===== src/rtl/multicycle_control.sv =====
// multicycle_control
//   Main control FSM for the multicycle MIPS datapath. Sequences each
//   instruction through fetch, decode, execute, memory and write-back,
//   stalling in memory states until mem_ready. Outputs are a Moore decode
//   of the state, qualified by mem_ready in FETCH/MEMWRITE and by opcode
//   in DECODE/BRANCH.
// Ports:
//   clk, rst_n              clock, async active-low reset
//   opcode[5:0]             instruction register bits [31:26]
//   mem_ready               memory completes current access this cycle
//   pc_write, branch_eq/ne  PC load enables (unconditional / on zero / on !zero)
//   iord                    memory address select (0 PC, 1 ALUOut)
//   mem_read, mem_write     memory strobes
//   ir_write                instruction register load
//   mem_to_reg, reg_dst     write-back and destination selects
//   reg_write               register file write enable
//   alu_src_a, alu_src_b    ALU operand selects
//   alu_op                  to alu_control (00 add, 01 sub, 10 funct)
//   pc_source               PC mux select (00 ALU, 01 ALUOut, 10 jump)
//   instr_done              last cycle of an instruction
//   illegal_op              one-cycle pulse after decode of unsupported opcode
//   state[3:0]              current state (debug)
module multicycle_control (
  input  logic       clk,
  input  logic       rst_n,
  input  logic [5:0] opcode,
  input  logic       mem_ready,
  output logic       pc_write,
  output logic       branch_eq,
  output logic       branch_ne,
  output logic       iord,
  output logic       mem_read,
  output logic       mem_write,
  output logic       ir_write,
  output logic       mem_to_reg,
  output logic       reg_dst,
  output logic       reg_write,
  output logic       alu_src_a,
  output logic [1:0] alu_src_b,
  output logic [1:0] alu_op,
  output logic [1:0] pc_source,
  output logic       instr_done,
  output logic       illegal_op,
  output logic [3:0] state
);

  typedef enum logic [3:0] {
    S_IDLE     = 4'd0,
    S_FETCH    = 4'd1,
    S_DECODE   = 4'd2,
    S_MEMADR   = 4'd3,
    S_MEMREAD  = 4'd4,
    S_MEMWB    = 4'd5,
    S_MEMWRITE = 4'd6,
    S_EXECUTE  = 4'd7,
    S_ALUWB    = 4'd8,
    S_BRANCH   = 4'd9,
    S_ADDIEX   = 4'd10,
    S_ADDIWB   = 4'd11,
    S_JUMP     = 4'd12
  } state_t;

  localparam logic [5:0] OP_RTYPE = 6'b000000;
  localparam logic [5:0] OP_LW    = 6'b100011;
  localparam logic [5:0] OP_SW    = 6'b101011;
  localparam logic [5:0] OP_BEQ   = 6'b000100;
  localparam logic [5:0] OP_BNE   = 6'b000101;
  localparam logic [5:0] OP_ADDI  = 6'b001000;
  localparam logic [5:0] OP_J     = 6'b000010;

  state_t r_state;
  state_t w_next;
  logic   r_illegal_op;
  logic   w_legal;

  always_comb begin
    w_legal = 1'b0;
    case (opcode)
      OP_RTYPE, OP_LW, OP_SW, OP_BEQ, OP_BNE, OP_ADDI, OP_J: w_legal = 1'b1;
      default:                                               w_legal = 1'b0;
    endcase
  end

  always_ff @(posedge clk or negedge rst_n) begin
    if (!rst_n) begin
      r_state      <= S_IDLE;
      r_illegal_op <= 1'b0;
    end else begin
      r_state      <= w_next;
      r_illegal_op <= (r_state == S_DECODE) && !w_legal;
    end
  end

  always_comb begin
    w_next     = r_state;
    pc_write   = 1'b0;
    branch_eq  = 1'b0;
    branch_ne  = 1'b0;
    iord       = 1'b0;
    mem_read   = 1'b0;
    mem_write  = 1'b0;
    ir_write   = 1'b0;
    mem_to_reg = 1'b0;
    reg_dst    = 1'b0;
    reg_write  = 1'b0;
    alu_src_a  = 1'b0;
    alu_src_b  = 2'b00;
    alu_op     = 2'b00;
    pc_source  = 2'b00;
    instr_done = 1'b0;
    case (r_state)
      S_IDLE: w_next = S_FETCH;
      S_FETCH: begin
        mem_read  = 1'b1;
        alu_src_b = 2'b01;
        ir_write  = mem_ready;
        pc_write  = mem_ready;
        if (mem_ready) w_next = S_DECODE;
      end
      S_DECODE: begin
        alu_src_b = 2'b11;
        case (opcode)
          OP_RTYPE:      w_next = S_EXECUTE;
          OP_LW, OP_SW:  w_next = S_MEMADR;
          OP_BEQ, OP_BNE: w_next = S_BRANCH;
          OP_ADDI:       w_next = S_ADDIEX;
          OP_J:          w_next = S_JUMP;
          default: begin
            w_next     = S_FETCH;
            instr_done = 1'b1;
          end
        endcase
      end
      S_MEMADR: begin
        alu_src_a = 1'b1;
        alu_src_b = 2'b10;
        w_next    = (opcode == OP_SW) ? S_MEMWRITE : S_MEMREAD;
      end
      S_MEMREAD: begin
        mem_read = 1'b1;
        iord     = 1'b1;
        if (mem_ready) w_next = S_MEMWB;
      end
      S_MEMWB: begin
        reg_write  = 1'b1;
        mem_to_reg = 1'b1;
        instr_done = 1'b1;
        w_next     = S_FETCH;
      end
      S_MEMWRITE: begin
        mem_write  = 1'b1;
        iord       = 1'b1;
        instr_done = mem_ready;
        if (mem_ready) w_next = S_FETCH;
      end
      S_EXECUTE: begin
        alu_src_a = 1'b1;
        alu_op    = 2'b10;
        w_next    = S_ALUWB;
      end
      S_ALUWB: begin
        reg_write  = 1'b1;
        reg_dst    = 1'b1;
        instr_done = 1'b1;
        w_next     = S_FETCH;
      end
      S_BRANCH: begin
        alu_src_a  = 1'b1;
        alu_op     = 2'b01;
        pc_source  = 2'b01;
        instr_done = 1'b1;
        branch_eq  = (opcode == OP_BEQ);
        branch_ne  = (opcode == OP_BNE);
        w_next     = S_FETCH;
      end
      S_ADDIEX: begin
        alu_src_a = 1'b1;
        alu_src_b = 2'b10;
        w_next    = S_ADDIWB;
      end
      S_ADDIWB: begin
        reg_write  = 1'b1;
        instr_done = 1'b1;
        w_next     = S_FETCH;
      end
      S_JUMP: begin
        pc_write   = 1'b1;
        pc_source  = 2'b10;
        instr_done = 1'b1;
        w_next     = S_FETCH;
      end
      // Unreachable codes recover to FETCH with every output low.
      default: w_next = S_FETCH;
    endcase
  end

  assign illegal_op = r_illegal_op;
  assign state      = r_state;

endmodule


===== config.mk =====
export PLATFORM = sky130hd
export DESIGN_NAME = multicycle_control
export DESIGN_NICKNAME = d
export VERILOG_FILES = /design/src/rtl/multicycle_control.sv
export SDC_FILE = /design/constraint.sdc
export NUM_CORES = 1
export LEC_CHECK = 0
export BUFFER_PORTS_ARGS = -buffer_cell sky130_fd_sc_hd__buf_4
export CORE_MARGIN = 5
export CORE_UTILIZATION = 42
export CTS_BUF_LIST = sky130_fd_sc_hd__clkbuf_16
export DETAILED_ROUTE_END_ITERATION = 10
export GPL_TIMING_DRIVEN = 0
export PLACE_DENSITY = 0.76
export SLEW_MARGIN = 15
export SYNTH_ARGS = -nofsm -noshare
export SYNTH_HDL_FRONTEND = slang
export SYNTH_SLANG_ARGS = --single-unit

===== constraint.sdc =====
create_clock -name clk -period 1.7 [get_ports clk]
set_input_delay 0.17 -clock clk [delete_from_list [all_inputs] [get_ports clk]]
set_output_delay 0.17 -clock clk [all_outputs]
set_load 0.02 [all_outputs]

==> impl_results.md <==
- Worst-Margin Slew: 0.3628 ns
- Die area: 2215 µm²
- # diodes: 0
- Max Buffers Root-to-Sink: 2
- Core footprint: between 1000 and 1500 µm²
- Placer Congestion: about 0.85
- Switching power: 711.2 µW
- Syn avg cell area: roughly 7.3 µm²
- Number of max-cap violations: 0
- Seq/Total Area, Yosys: 21.69%
- Yosys reg bits: 5
- Startpoint Class: register
- Flop pwr share: 13.6%
- Seq. cell area: 127.6 µm²
- Via density: 5.762
- Combinational Power Share: 63.0%
- Die W: 47.06 µm
- Post-route ant nets: 0
- Final Cycle Share: 98.00%
- Cell Area, Placed: 839.6 µm²
- Fin area: 955.9 µm²
- Relative slew margins: 75.19%
- CP Capture Type: output port
- Min Clock Period, post-route: 1.666 ns
- Primary FF master, synth: dfrtp_1
- P&R area growth vs syn: 65.73%
- DRC violations left: 0
- I/O Buffers: 31
- Net Sw Frac: 44.58%
- Share of the synthesized area in the top cell type: a little over a fifth
- CP Data Arrival Time: 1.50 ns
- 1st-iter DRT viols: 12
- Number of I/O pins: 32
- Root buf cell: clkbuf_16
- DP Wirelength: 1388 µm
- Synthesized Nets: 88
- Leak: between 0.4 and 0.5 nW
- Clock latency on the worst-skew pair: 0.22 ns
- H-tree depth: 1
- Worst Skew: 0.002388 ns
- Final Slew Violations: 0
- Die Ht: between 40 and 50 µm
- Maximum VDD drop: about 1100 µV
- Layout cell share with drive strength beyond 1: around 47%
- Final wirelength: 1825 µm
- Initial core utilization: 44.33%
- Achievable Freq: 0.6002 GHz
- Multi-input gate area: 439.2 µm²
- Total GRT Usage: 18.44%
- Drt wl/cell: 14.04 µm
- Worst-path fanout max: 5
- Placement Setup Slack: 0.09358 ns
- Async SR Flop Fraction: 100.0%
- Final WS setup: about 0.034 ns
- Synthesis Warnings: 0
- Initial antenna violation count: 0
- CP required: around 1.5 ns
- Largest net degree at the start of global routing: 11
- Vias in the first global route: approximately 680
- Fin. Hold Viols: 0
- Synthesized cell area: 576.8 µm²
- Worst-path clk slew: 0.03 ns
- Synth cell count leaders: nor2_1 (8), nand2_1 (6), a21oi_1 (5), dfrtp_1 (5), nor3_1 (5)
- First-pass GRT wire length: 2967 µm
- Setup violations, final: 0
- Drt pass-1 iters: 4
- Filler cells: 103
- Area leader, netlist: dfrtp_1
- Syn Inst Count: between 70 and 80
- # rows: 13
- Via count: 749
- Design Power: about 1.6 mW
- Clock Power Share: about a quarter
- Number of synthesized flops with an enable pin: 0
- Fin nets: 125
- PwrDens: roughly 1700 nW/µm²
- CTS Sinks: 5
- Path type of the worst setup path: reg2out
- Status: finished, final reports clean
- CTS tree: done
- Synth unique cells: 40
- Setup Buffers After CTS: 0
- Hold Crit Class: in2reg
- Num CTS Buffers: 3
- Top post-synthesis cells by area: dfrtp_1 (22%), nor2_1 (5.2%), a21oi_1 (4.3%), nand2b_1 (4.3%), nor3_1 (4.3%)
- Most numerous cell in the Yosys netlist: nor2_1
- GRT overflow: 0
- Cell internal pwr: 884.0 µW
## worst max-delay path: stages, from the launching register on
cell	delay (ns)
dfrtp_2	0.43
nand2b_1	0.24
nor4b_2	0.32
or2_1	0.15
buf_4	0.14
## power by group through the flow
stage	sequential (mW)	combinational (mW)	clock, mW
after global routing	0.224	1.09	0.391
after global placement	0.208	0.958	0
final	0.217	1.00	0.373
after detailed placement	0.209	0.963	0
after CTS	0.210	0.986	0.380
after floorplan	0.242	0.566	0
## worst paths after layout
path                       slack, ns  cells after the start       end      start
hold / removal                  0.24                      4  state[3]  opcode[4]
min in group asynchronous       0.28                      2  state[0]      rst_n
setup reg to reg                0.28                      4  state[1]   state[3]
setup / recovery                0.03                      4  pc_write   state[1]
max in group asynchronous       1.30                      2  state[1]      rst_n
hold reg to reg                 0.65                      2  state[0]   state[3]
## placed cells by master (no fill, tap or decap), types with 3 or more instances in the layout
cell and instances:
o21ai_0 3, nor2_1 7, buf_4 32, nor3_2 3, nand2b_1 3, nor3_1 3
dfrtp_1 3, nand2_1 5, nor4_1 3, a21oi_1 5, clkbuf_16 3
## state kept, by name, summed over array words and instances, names as in the netlist
name,count
state,4
illegal_op,1
## through the flow
| step | hold slack [ns] | setup TNS (ns) | cells | util [%] |
|---|---|---|---|---|
| final | 0.2420 | 0 | 130 | 73.46 |
| after global routing | 0.2817 | -0.006252 | 130 | 73.46 |
| after CTS | 0.2396 | 0 | 130 | 72.31 |
| after detailed placement | -0.02824 | 0 | 125 | 64.52 |
| after global placement | -0.02844 | 0 | 125 | 64.52 |
| after floorplan | -0.1256 | -0.0002961 | 79 | - |
## logic make-up (layout without fill, tap and decap cells)
family | Yosys count | after routing | share of synthesized area [%]
compound gates | 22 | 22 | 25.38
xor+xnor | 2 | 2 | 3.037
buf+inv | 8 | 44 | 6.290
flops | 5 | 5 | 21.69
mux | 2 | 2 | 3.688
simple gates | 40 | 40 | 39.92
## per-layer routing
metal | track usage, % | part of all wire (%)
met5 | 0 | 0
met4 | 4.972 | 0
met3 | 4.981 | 8.4
met2 | 29.54 | 50
met1 | 24.42 | 41
## layout make-up
class,instances,share of cell area (%)
clock inverter,1,0.3927
tap,15,1.963
timing repair buffer,32,25.39
clock buffer,3,7.853
buffer,5,3.796
sequential,5,13.35
multi-input combinational,66,45.94
inverter,3,1.309
## timing repair
| item | CTS | global route |
|---|---|---|
| cloned | 0 | 0 |
| resized for setup | 6 | 7 |
| endpoints found under the hold margin | 5 | 0 |
| hold buffers | 1 | 0 |
| setup endpoints to repair | 4 | 6 |
| pin swaps | 0 | 0 |
Power figures use the tool's default switching activity.
